### src/rtl/multi_8_8_pp_combine_pkg.sv
// -----------------------------------------------------------------------------
// multi_8_8_pp_combine_pkg
//
// Shared constants for the 8x8 abacus multiplier combiner.
//   - PP_W / PROD_W  : partial-product width and full product width
//   - ST_*           : FSM state encoding for the combiner (IDLE, ACC, DONE)
//   - STEP_LAST      : step index of the final shift-add
//   - step_shift()   : left-shift amount applied to the term added at each step
//
// Step 0 corresponds to pp0 (loaded directly, no shift).
// Steps 1..3 add pp1<<4, pp2<<4 and pp3<<8.
// -----------------------------------------------------------------------------
package multi_8_8_pp_combine_pkg;

    localparam int PP_W    = 8;
    localparam int PROD_W  = 16;
    localparam int STEP_W  = 2;
    localparam int SHIFT_W = 4;

    localparam logic [1:0] ST_IDLE = 2'd0;
    localparam logic [1:0] ST_ACC  = 2'd1;
    localparam logic [1:0] ST_DONE = 2'd2;

    localparam logic [STEP_W-1:0] STEP_LAST = 2'd3;

    // Bit position of each partial product inside the 16-bit product.
    function automatic logic [SHIFT_W-1:0] step_shift(input logic [STEP_W-1:0] step);
        logic [SHIFT_W-1:0] sh;
        case (step)
            2'd0:    sh = 4'd0;
            2'd1:    sh = 4'd4;
            2'd2:    sh = 4'd4;
            default: sh = 4'd8;
        endcase
        return sh;
    endfunction

endpackage

### src/rtl/multi_8_8_pp_combine_pp_shift_add.sv
// -----------------------------------------------------------------------------
// multi_8_8_pp_combine_pp_shift_add
//
// Combinational shift-add used once per ACC step by the combiner:
//     sum = acc + (zero_extend(term) << step_shift(step))
//
// Ports:
//   acc   in  PROD_W  running accumulator
//   term  in  PP_W    partial product selected for this step
//   step  in  2       step index, selects the shift amount
//   sum   out PROD_W  acc plus the aligned term (carry-out discarded; the
//                     largest 8x8 product 0xFE01 always fits in 16 bits)
// -----------------------------------------------------------------------------
module multi_8_8_pp_combine_pp_shift_add
    import multi_8_8_pp_combine_pkg::*;
#(
    parameter int PP_W   = multi_8_8_pp_combine_pkg::PP_W,
    parameter int PROD_W = multi_8_8_pp_combine_pkg::PROD_W
) (
    input  logic [PROD_W-1:0] acc,
    input  logic [PP_W-1:0]   term,
    input  logic [1:0]        step,
    output logic [PROD_W-1:0] sum
);

    logic [PROD_W-1:0] term_ext;
    logic [PROD_W-1:0] term_aligned;

    always_comb begin
        term_ext     = {{(PROD_W-PP_W){1'b0}}, term};
        term_aligned = term_ext << step_shift(step);
        sum          = acc + term_aligned;
    end

endmodule

### src/rtl/multi_8_8_pp_combine.sv
// -----------------------------------------------------------------------------
// multi_8_8_pp_combine
//
// Sequential combiner for the 8x8 abacus multiplier. Accepts the four
// registered 4x4 partial products as one aligned set and folds them into a
// 16-bit product with a single shared adder over three cycles:
//     product = pp0 + (pp1<<4) + (pp2<<4) + (pp3<<8)
// The result is then held under a valid/ready handshake.
//
// Ports:
//   clk        in   1       system clock, rising edge
//   clr_n      in   1       asynchronous active-low reset
//   in_valid   in   1       pp0..pp3 valid
//   in_ready   out  1       set can be accepted (IDLE only)
//   pp0..pp3   in   PP_W    partial products (A_lo*B_lo, A_hi*B_lo,
//                           A_lo*B_hi, A_hi*B_hi)
//   product    out  PROD_W  registered product
//   out_valid  out  1       product valid (DONE)
//   out_ready  in   1       consumer accepts product
//   busy       out  1       combining or holding a result (ACC or DONE)
//
// Timing: capture at E0, adds at E1..E3, out_valid high after E3. With
// out_ready high the handshake lands at E4 and the next set can be
// captured at E5. PROD_W must equal 2*PP_W.
// -----------------------------------------------------------------------------
module multi_8_8_pp_combine
    import multi_8_8_pp_combine_pkg::*;
#(
    parameter int PP_W   = multi_8_8_pp_combine_pkg::PP_W,
    parameter int PROD_W = multi_8_8_pp_combine_pkg::PROD_W
) (
    input  logic              clk,
    input  logic              clr_n,
    input  logic              in_valid,
    output logic              in_ready,
    input  logic [PP_W-1:0]   pp0,
    input  logic [PP_W-1:0]   pp1,
    input  logic [PP_W-1:0]   pp2,
    input  logic [PP_W-1:0]   pp3,
    output logic [PROD_W-1:0] product,
    output logic              out_valid,
    input  logic              out_ready,
    output logic              busy
);

    logic [1:0]        state;
    logic [1:0]        step;
    logic [PROD_W-1:0] acc;
    logic [PP_W-1:0]   pp1_hold;
    logic [PP_W-1:0]   pp2_hold;
    logic [PP_W-1:0]   pp3_hold;
    logic [PROD_W-1:0] product_r;

    logic [PP_W-1:0]   term;
    logic [PROD_W-1:0] sum;

    // Term select for the shared adder: step 1..3 picks the held pp1..pp3.
    always_comb begin
        term = '0;
        case (step)
            2'd1:    term = pp1_hold;
            2'd2:    term = pp2_hold;
            2'd3:    term = pp3_hold;
            default: term = '0;
        endcase
    end

    multi_8_8_pp_combine_pp_shift_add #(
        .PP_W   (PP_W),
        .PROD_W (PROD_W)
    ) u_shift_add (
        .acc  (acc),
        .term (term),
        .step (step),
        .sum  (sum)
    );

    // Capture / accumulate / hold
    always_ff @(posedge clk or negedge clr_n) begin
        if (!clr_n) begin
            state     <= ST_IDLE;
            step      <= 2'd0;
            acc       <= '0;
            pp1_hold  <= '0;
            pp2_hold  <= '0;
            pp3_hold  <= '0;
            product_r <= '0;
        end else begin
            case (state)
                ST_IDLE: begin
                    // in_ready is implied by being in IDLE.
                    if (in_valid) begin
                        pp1_hold <= pp1;
                        pp2_hold <= pp2;
                        pp3_hold <= pp3;
                        acc      <= {{(PROD_W-PP_W){1'b0}}, pp0};
                        step     <= 2'd1;
                        state    <= ST_ACC;
                    end
                end
                ST_ACC: begin
                    acc <= sum;
                    if (step == STEP_LAST) begin
                        // Final sum goes straight to the output register so
                        // out_valid and product appear together after E3.
                        product_r <= sum;
                        step      <= 2'd0;
                        state     <= ST_DONE;
                    end else begin
                        step <= step + 2'd1;
                    end
                end
                ST_DONE: begin
                    if (out_ready) begin
                        state <= ST_IDLE;
                    end
                end
                default: begin
                    state <= ST_IDLE;
                    step  <= 2'd0;
                end
            endcase
        end
    end

    // Handshake outputs decoded from registered state only.
    always_comb begin
        in_ready  = (state == ST_IDLE);
        out_valid = (state == ST_DONE);
        busy      = (state == ST_ACC) || (state == ST_DONE);
        product   = product_r;
    end

endmodule
### config.mk
export PLATFORM = sky130hd
export DESIGN_NAME = multi_8_8_pp_combine
export DESIGN_NICKNAME = d
export VERILOG_FILES = /design/src/rtl/multi_8_8_pp_combine_pkg.sv /design/src/rtl/multi_8_8_pp_combine_pp_shift_add.sv /design/src/rtl/multi_8_8_pp_combine.sv
export SDC_FILE = /design/constraint.sdc
export NUM_CORES = 1
export LEC_CHECK = 0
export CAP_MARGIN = 0
export CORE_ASPECT_RATIO = 0.6
export CORE_MARGIN = 10
export CORE_UTILIZATION = 40
export DETAILED_ROUTE_END_ITERATION = 10
export PLACE_DENSITY = 0.73
export SETUP_SLACK_MARGIN = 0.05
export SYNTH_ARGS = -nofsm -noshare
export SYNTH_HDL_FRONTEND = slang
export SYNTH_HIERARCHICAL = 1
export SYNTH_SLANG_ARGS = --single-unit
export TNS_END_PERCENT = 100
### constraint.sdc
create_clock -name clk -period 6.54 [get_ports clk]
set_clock_uncertainty 0.05 [all_clocks]
set_input_delay 0.981 -clock clk [delete_from_list [all_inputs] [get_ports clk]]
set_output_delay 0.981 -clock clk [all_outputs]
set_load 0.02 [all_outputs]
After elaboration in Yosys (flattened, before gate mapping)
Index checks and enable logic that the tools add are counted.
{ "op_classes": {"reduce_logical": 10, "n_eq_ne": 8, "mux": 10, "n_addsub": 2, "n_shift": 1, "n_bitwise": 1} }
{ "ops": {"columns": ["operator", "count"], "rows": [
  ["case mux 16 bit (2 select lines)", 1],
  ["case mux 8 bit (3 select lines)", 1],
  ["adder 16 bit", 1],
  ["2-to-1 mux 16 bit", 1],
  ["left shift 8 x 4 -> 16 bit", 1],
  ["case mux 2 bit (3 select lines)", 2],
  ["2-to-1 mux 2 bit", 4],
  ["case mux 4 bit (2 select lines)", 1],
  ["AND reduction 2 bit", 4],
  ["equality test 2 bit (second input constant)", 3],
  ["equality test 2 x 1 -> 1 bit (second input constant)", 2],
  ["logical NOT 2 bit", 2],
  ["inequality test 2 bit (second input constant)", 2],
  ["AND reduction 3 bit", 1],
  ["adder 2 x 1 -> 2 bit (second input constant)", 1],
  ["inequality test 2 x 1 -> 1 bit (second input constant)", 1],
  ["nonzero test 2 bit", 1],
  ["OR reduction 2 bit", 1],
  ["logical OR 1 bit", 1],
  ["NOT 1 bit", 1]
]} }
{ "totals": {"regBits": 60, "word_cells": 39} }

Depth between registers and ports, before layout
Gate-level depths: netlist of the first run.
{ "logic_depth": {"ltp_word": 6, "mapped_depth": 15, "depth_no_buf": 14} }

Hierarchy
Netlist of the first run, hierarchy kept.
{ "by_module_without_submodules": {"columns": ["mod", "instances", "seq_area_each_um2", "cells_per_inst", "area_per_inst_um2"], "rows": [
  ["multi_8_8_pp_combine", 1, 1501.4, 206, 2722.6],
  ["multi_8_8_pp_combine_pp_shift_add", 1, 0.0, 121, 927.1]
]} }

Worst setup path after synthesis of the first run
No wires, ideal clock.
{ "synth_timing": {"kind": "register to register", "from": "register step[0]", "to": "register product_r[13] (netlist: product[13])", "setup_slack_ns": 3.384, "n_path_buf": 1, "period_less_slack_ns": 3.156, "stages_incl_launch_ff": 15, "arrival_time_ns": 2.982, "path_cell_list": "dfrtp_1 inv_1 ha_1 clkbuf_1 a222oi_1 nor2_1 mux2i_1 nor2_1 ha_1 a21o_1 a211oi_2 nor4_1 a2111oi_2 xnor2_1 mux2_2"} }
{ "synth_via": {"elab_cells_between_ends": 10, "classes_between": "add/sub: 1; eq/ne: 3; shift: 1; mux: 2; reduce/logical: 3"} }
{ "synth_rtl": {"columns": ["item", "line", "source"], "rows": [
  ["start: declaration", "multi_8_8_pp_combine.sv:47", "logic [1:0] step;"],
  ["start signal: assignment", "multi_8_8_pp_combine.sv:110", "step <= step + 2'd1;"],
  ["equality test 2 bit / equality test 2 x 1 -> 1 bit (equally long branches)", "multi_8_8_pp_combine.sv:60", "case (step)"],
  ["case mux 8 bit (3 select lines) *", "multi_8_8_pp_combine.sv:60", null],
  ["net term[2]", "multi_8_8_pp_combine.sv:54", "logic [PP_W-1:0] term;"],
  ["left shift 8 x 4 -> 16 bit *", "multi_8_8_pp_combine_pp_shift_add.sv:31", "term_aligned = term_ext << step_shift(step);"],
  ["adder 16 bit *", "multi_8_8_pp_combine_pp_shift_add.sv:32", "sum = acc + term_aligned;"],
  ["net sum[13]", "multi_8_8_pp_combine.sv:55", "logic [PROD_W-1:0] sum;"],
  ["end signal: assignment", "multi_8_8_pp_combine.sv:106", "product_r <= sum;"],
  ["end: declaration", "multi_8_8_pp_combine.sv:52", "logic [PROD_W-1:0] product_r;"]
]} }
Mark *: on every way through the listed nets, which the timed path passes. The rest lies on a longest branch.
A chain may end at the register's enable or synchronous reset.

Final worst setup path of the first run
{ "layout_timing": {"from": "register step[1]", "to": "register acc[10]"} }
{ "layout_via": {"elab_cells_between_ends": 10, "classes_between": "add/sub: 1; eq/ne: 3; shift: 1; mux: 3; reduce/logical: 2"} }
{ "layout_rtl": {"columns": ["item", "line", "source"], "rows": [
  ["equality test 2 bit / equality test 2 x 1 -> 1 bit (equally long branches)", "multi_8_8_pp_combine.sv:60", null],
  ["case mux 8 bit (3 select lines) *", "multi_8_8_pp_combine.sv:60", null],
  ["net term[0]", "multi_8_8_pp_combine.sv:54", null],
  ["left shift 8 x 4 -> 16 bit *", "multi_8_8_pp_combine_pp_shift_add.sv:31", null],
  ["adder 16 bit *", "multi_8_8_pp_combine_pp_shift_add.sv:32", null],
  ["net sum[10]", "multi_8_8_pp_combine.sv:55", null],
  ["case mux 16 bit (2 select lines) *", "multi_8_8_pp_combine.sv:89", "case (state)"],
  ["end signal: assignment", "multi_8_8_pp_combine.sv:96", "acc <= {{(PROD_W-PP_W){1'b0}}, pp0};"],
  ["end signal: assignment", "multi_8_8_pp_combine.sv:102", "acc <= sum;"],
  ["end: declaration", "multi_8_8_pp_combine.sv:48", "logic [PROD_W-1:0] acc;"]
]} }
Marks and branches as above.

==> results of run 1 <==
-- layout by cell type (no fill, tap or decap), types with 3 or more instances in the layout --
cell / instances
ha_1: 25
a22o_1: 4
nor2b_1: 7
dfrtp_1: 60
nor2_1: 17
o21ai_0: 6
clkdlybuf4s50_1: 53
a222oi_1: 8
nand2_1: 32
a21o_1: 6
o21bai_1: 3
xnor2_1: 10
a21oi_1: 8
inv_1: 6
and2_1: 5
clkbuf_16: 9
nand2b_1: 5
a211o_1: 3
mux2_2: 39
a31oi_1: 3
xor2_1: 3
mux2i_1: 14
o21ai_2: 14
-- worst max-delay path, cell delays in order, from the launching register on --
cell	delay, ps
dfrtp_1	440
inv_1	110
ha_1	300
a222oi_1	350
nor2_1	130
and2_1	180
ha_1	220
fa_1	410
a21o_2	240
a31oi_1	280
o21ai_1	190
a211o_1	290
o211ai_1	120
nand2_1	100
o21ai_2	120
-- metrics by stage --
| stage | hold slack, ps | setup slack (ps) | power (mW) | util, % |
|---|---|---|---|---|
| 3_3_place_gp | 426 | 3100 | 1.72 | 48.8 |
| 6_report | 442 | 2920 | 2.26 | 52.4 |
| 2_1_floorplan | 406 | 3380 | 1.46 | - |
| 3_5_place_dp | 430 | 2970 | 1.75 | 48.8 |
| 4_1_cts | 441 | 2950 | 2.27 | 52.4 |
| 5_1_grt | 463 | 2660 | 2.41 | 52.4 |
-- cell usage after synthesis, drive strengths merged (2+ instances only) --
| master | instances |
|---|---|
| a211o | 3 |
| o21bai | 3 |
| a21oi | 8 |
| ha | 25 |
| mux2 | 42 |
| and2 | 5 |
| mux2i | 15 |
| buf | 10 |
| dfrtp | 60 |
| clkbuf | 6 |
| a211oi | 2 |
| a22o | 4 |
| nand3 | 2 |
| inv | 7 |
| a222oi | 8 |
| o21ai | 22 |
| xor2 | 3 |
| nand3b | 2 |
| xnor2 | 10 |
| nand2b | 5 |
| nor2b | 8 |
| nand2 | 34 |
| a31oi | 3 |
| a21o | 8 |
| nor2 | 17 |
-- sequential cells by signal (all words and copies together), names as in the netlist --
register	cells
pp1_hold	8
product	16
step	2
state	2
pp2_hold	8
acc	16
pp3_hold	8
-- final cells by class --
type                    count  area share, %
clock inverters             6           1.95
well taps                 112           3.08
clock buffers              10           5.03
repair buffers             55           11.9
multi-input cells         244           44.5
flip-flops and latches     60           33.0
inverters                   7          0.577
-- per-layer routing --
metal	share of wire, %	global-route usage (%)	vias up	wire (um)
li1	-	-	1293	-
met1	52	19.2	1269	4380
met2	41	17.9	69	3450
met3	6.4	4.49	8	541
met4	1.0	3.81	0	86
met5	0	0	-	0
-- worst max-delay path by stage --
stage               startpoint          end
finish                 step[1]      acc[10]
global route           step[1]      acc[10]
CTS                    step[1]      acc[10]
detailed placement     step[1]      acc[10]
global placement       step[1]      acc[10]
floorplan              step[0]  product[13]
-- power groups by stage --
stage	logic (mW)	clock network, mW	registers, mW
final	1.13	0.501	0.630
after global routing	1.23	0.525	0.652
after CTS	1.13	0.509	0.630
after detailed placement	1.12	0	0.634
after global placement	1.09	0	0.630
after floorplan	0.827	0	0.630
-- kinds of logic (layout without fill, tap and decap cells) --
kind of cell               count (synthesis)  in the layout
AOI/OAI and AO/OA                         71             71
xor gates and xnor gates                  13             13
adders and majority gates                 26             26
buffers and inverters                     23             78
DFF                                       60             60
muxes                                     57             57
and+or+nand+nor                           77             77
==> reports/qor.txt, run 1 <==
Post_cts resized - 0
Status - completed
Gr ovfl total - 0
Worst-skew pair later-pin latency - 330 ps
Asr flop ratio synth - 100%
Synth Area in Simple Gates - 10.2%
Worst slew pin tran - 1090 ps
P&R area growth vs syn - 24.8%
Primary FF master, synth - dfrtp_1
Crit path capture type - register
Adder-Cell Fraction of Synth Area - 9.12%
Vias post-DR - 2,639
Residual DRC count - 0
First-pass GRT wire length - 14.2 mm
Max Fclk - 277 MHz
Vias in the first global route - 2,690
CTS sink count - 60
Area leader, netlist - dfrtp_1
Clock Pin Slew Worst Setup and Hold Paths - 50 ps
WHS Path Cells - 2
Post-Syn Nets - 389
Total setup buffers inserted after CTS - 0
Total core area - 0.00869 mm2
H-Tree Depth - 3
Root buf cell - clkbuf_16
Overall die width - 143 um
Setup-failing EPs final - 0
Placed cell area - 0.00424 mm2
Worst r2r path cells - 14
CP Max Fanout - 8
Worst vdd ir - 388 uV
Top cells by area, synth - dfrtp_1, mux2_2, ha_1
Mux contribution to synthesized area - 17.3%
Clk network pwr share - 22.2%
Tcrit/Tclk final - 55.3%
Critical path required time - 6740 ps
Nets@finish - 439
Starting density of the core - 42.0%
GR Util All Layers - 13.2%
Synth Area in Compound Gates - 15.6%
Largest net degree at the start of global routing - 61
Row Count - 26
Pins Over Slew Limit - 0
WL/cell - 17.1 um
Seq/Total Area, Yosys - 41.1%
Total of max-cap violations - 0
Cell Count, Final, Fillers Out - 494
Initial DRC count - 246
Main combinational cell family by area after synthesis - multiplexers
Switch share - 39.5%
Yosys warnings - 6
Layout cell share with drive strength beyond 1 - 21.2%
Share of power burned in registers - 27.9%
RSZ-0062 raised after global routing - false
Reg2reg start - step[1]
Hold Fails Final Rpt - 0
Critical Path AT - 3810 ps
Multi-input gate area - 0.00203 mm2
Post-Synthesis Cells - 327
Post-route ant nets - 0
Synthesized cell area - 0.00365 mm2
Placed cells - 478
CTS Hold Buffers Added - 0
Net Sw Power - 893 uW
Clock buffer count from CTS - 9
WL final - 8.46 mm
Startpoint Class - register
GPL Wtd Cong - 0.904
Storage element area - 0.00150 mm2
Power Dens Cells - 496 mW/mm2
Final HPWL DP - 6.43 mm
Static leakage - 2.05 nW
Flop-to-flop setup slack - 2920 ps
Syn Area/Cell - 11.2 um2
CTS tree - yes
Reg-to-Reg End - acc[10]
Fill cells - 731
Critical path class - reg2reg
I/O pin count - 55
Port bufs - 54
Yosys top cell area share - 41.1%
Worst hold endpoint - acc[9]
Pint - 1.37 mW
Antenna violations before repair - 0
Xor/xnor share of the synthesized area - 3.12%
Clock Path Buffers - 2
Detailed Routing Iterations Pass 1 - 6
Min Tclk post-route - 3620 ps
Worst hold path type - reg2reg
Critical hold path startpoint - acc[9]
Netlist cell types - 54
Final TNS setup - 0 ps
#FFs+latches synth - 60
Worst slew margin - 25.8%
Die Ht - 94.0 um
Die ar. - 0.0135 mm2
Post-route cell area - 0.00456 mm2
Post-synth EDFFs - 0
Via density - 5.34
Antenna Cells - 0
Logic pwr share - 49.9%
Note: power is estimated with default switching activity, not from simulation.
==> inputs of run 2 (changes only) <==
Clock period 6.54 ns to 3.4 ns, I/O delays scaled along.
==> run 2 against run 1 <==
Die area did not move. Worst hold slack got worse by 290 ps. Critical endpoint is now product[11]. Routed wire length rose by 11%. Non-clock buffer count rose by 26. Clock power rose by 100%. Sequential share of layout area fell by 2.6 points. Sequential power rose by 95%. Total power rose by 110%.
==> reports/qor.txt, run 2 (synthesized netlist as in run 1, its figures left out) <==
Fill cells - 709 (was 731)
Critical path class - reg2reg (unchanged)
P&R area growth vs syn - 35.8% (was 24.8%)
Flop-to-flop setup slack - 80 ps (was 2920 ps)
Clock Path Buffers - 2 (unchanged)
Static leakage - 2.21 nW (was 2.05 nW)
GR Util All Layers - 13.7% (was 13.2%)
Commonest non-fill, non-tap cell in the layout - dfrtp_1 (unchanged)
Layout cell share with drive strength beyond 1 - 33.3% (was 21.2%)
Antenna Cells - 0 (unchanged)
Nets@finish - 465 (was 439)
Port bufs - 54 (unchanged)
Critical Path AT - 3490 ps (was 3810 ps)
CTS sink count - 60 (unchanged)
Starting density of the core - 42.0% (unchanged)
Hold Fails Final Rpt - 0 (unchanged)
Reg-to-Reg End - product[11] (was acc[10])
Detailed Routing Iterations Pass 1 - 7 (was 6)
First-pass GRT wire length - 14.5 mm (was 14.2 mm)
CTS tree - yes (unchanged)
Tcrit/Tclk final - 97.7% (was 55.3%)
Vias post-DR - 2,786 (was 2,639)
Root buf cell - clkbuf_16 (unchanged)
RSZ-0062 raised after global routing - true (was false)
Clock buffer count from CTS - 9 (unchanged)
CP Max Fanout - 8 (unchanged)
Startpoint Class - register (unchanged)
H-Tree Depth - 3 (unchanged)
Worst hold path type - in2async (was reg2reg)
Fin util - 57.1% (was 52.4%)
Worst vdd ir - 525 uV (was 388 uV)
Post-route ant nets - 0 (unchanged)
Die ar. - 0.0135 mm2 (unchanged)
Pint - 2.94 mW (was 1.37 mW)
Total core area - 0.00869 mm2 (unchanged)
I/O pin count - 55 (unchanged)
CP endpoint - product[11] (was acc[10])
Critical path required time - 3560 ps (was 6740 ps)
Net Sw Power - 1.85 mW (was 893 uW)
Worst-skew pair later-pin latency - 340 ps (was 330 ps)
GPL Wtd Cong - 0.964 (was 0.904)
Row Count - 26 (unchanged)
Final HPWL DP - 6.83 mm (was 6.43 mm)
Gr ovfl total - 0 (unchanged)
WL/cell - 18.0 um (was 17.1 um)
Most frequent cells in the layout - dfrtp_1, clkdlybuf4s50_1, mux2_2 (unchanged)
Overall die width - 143 um (unchanged)
Vias in the first global route - 2,760 (was 2,690)
Clock Pin Slew Worst Setup and Hold Paths - 50 ps (about the same)
Final TNS setup - 0 ps (unchanged)
Worst slew pin tran - 954 ps (was 1090 ps)
Residual DRC count - 0 (unchanged)
Switch share - 38.6% (was 39.5%)
Antenna violations before repair - 0 (unchanged)
Pins Over Slew Limit - 0 (unchanged)
Reg2reg start - step[1] (unchanged)
WL final - 9.36 mm (was 8.46 mm)
Worst slew margin - 35.0% (was 25.8%)
Total of max-cap violations - 0 (unchanged)
Max Fclk - 301 MHz (was 277 MHz)
Power Dens Cells - 968 mW/mm2 (was 496 mW/mm2)
Crit path capture type - register (unchanged)
Initial DRC count - 227 (was 246)
Min Tclk post-route - 3320 ps (was 3620 ps)
Share of power burned in registers - 25.6% (was 27.9%)
Status - completed (unchanged)
Logic pwr share - 53.4% (was 49.9%)
Setup-failing EPs final - 0 (unchanged)
Clk network pwr share - 21.0% (was 22.2%)
Via density - 5.36 (was 5.34)
CP Launch Point - step[1] (unchanged)
Worst r2r path cells - 14 (unchanged)
Die Ht - 94.0 um (unchanged)
Largest net degree at the start of global routing - 34 (was 61)
## run 2: changes by cell type in the layout (fill, tap and decap cells not counted), moves of 3 or more
cell,before,now
clkbuf_8,0,3
ha_1,25,17
ha_2,0,4
ha_4,0,4
buf_4,1,26
## run 2: area by class of cell
cell class	count	area [um2]	area share [%]
inverter	7	26.3	0.530
sequential	60	1500	30.3
clock buffer	12	267	5.38
clock inverter	4	70.1	1.41
timing repair buffer	81	742	15.0
multi-input combinational	244	2210	44.5
tap	112	140	2.83
## run 2: worst min-delay path by stage
stage | end | slack [ps]
after floorplan | acc[0] | 160
after global placement | acc[14] | 430
after detailed placement | acc[14] | 430
after CTS | state[1] | 170
after global routing | product[0] | 200
final | product[0] | 150
## run 2: power by group through the flow
stage | Sequential, mW | Combinational [mW] | Clock, mW
floorplan | 1.21 | 1.59 | 0
global placement | 1.22 | 2.21 | 0
detailed placement | 1.21 | 2.30 | 0
CTS | 1.20 | 2.37 | 1.03
global route | 1.26 | 2.81 | 1.06
finish | 1.23 | 2.56 | 1.01
## run 2: timing repair
action | in CTS | in global routing
hold endpoints to repair | 0 | 0
endpoints found under the setup margin | 14 | 17
buffers inserted | 2 | 10
hold buffers | 0 | 0
pin swaps | 2 | 24
resized for setup | 6 | 32
## run 2: routing by layer
layer	vias to the layer above	routed length (um)	track usage [%]
met4	0	97	5.33
met5	-	0	0
met1	1370	4650	19.0
met2	70	3990	18.3
li1	1336	-	-
met3	10	626	5.45
## run 2: critical path, cell delays in order, from the launching register on
cell and delay, ps:
dfrtp_2 430, inv_2 70, ha_4 190, a222oi_1 350
nor2_1 140, mux2i_1 210, nor2_1 90, ha_1 320
a21o_4 250, a211oi_4 310, or3_4 220, buf_6 110
nand2_4 40, xor2_2 150, mux2_4 270
## run 2: per-stage QoR
| stage | hold WS, ps | power (mW) | setup slack, ps | instances | area [um2] |
|---|---|---|---|---|---|
| after global placement | 428 | 3.43 | 48.8 | 492 | 4340 |
| final | 155 | 4.80 | 76.8 | 520 | 4960 |
| after floorplan | 164 | 2.80 | 244 | 327 | 3650 |
| after detailed placement | 428 | 3.51 | -181 | 492 | 4340 |
| after CTS | 171 | 4.61 | 50.2 | 510 | 4720 |
| after global routing | 198 | 5.12 | -88.3 | 520 | 4960 |
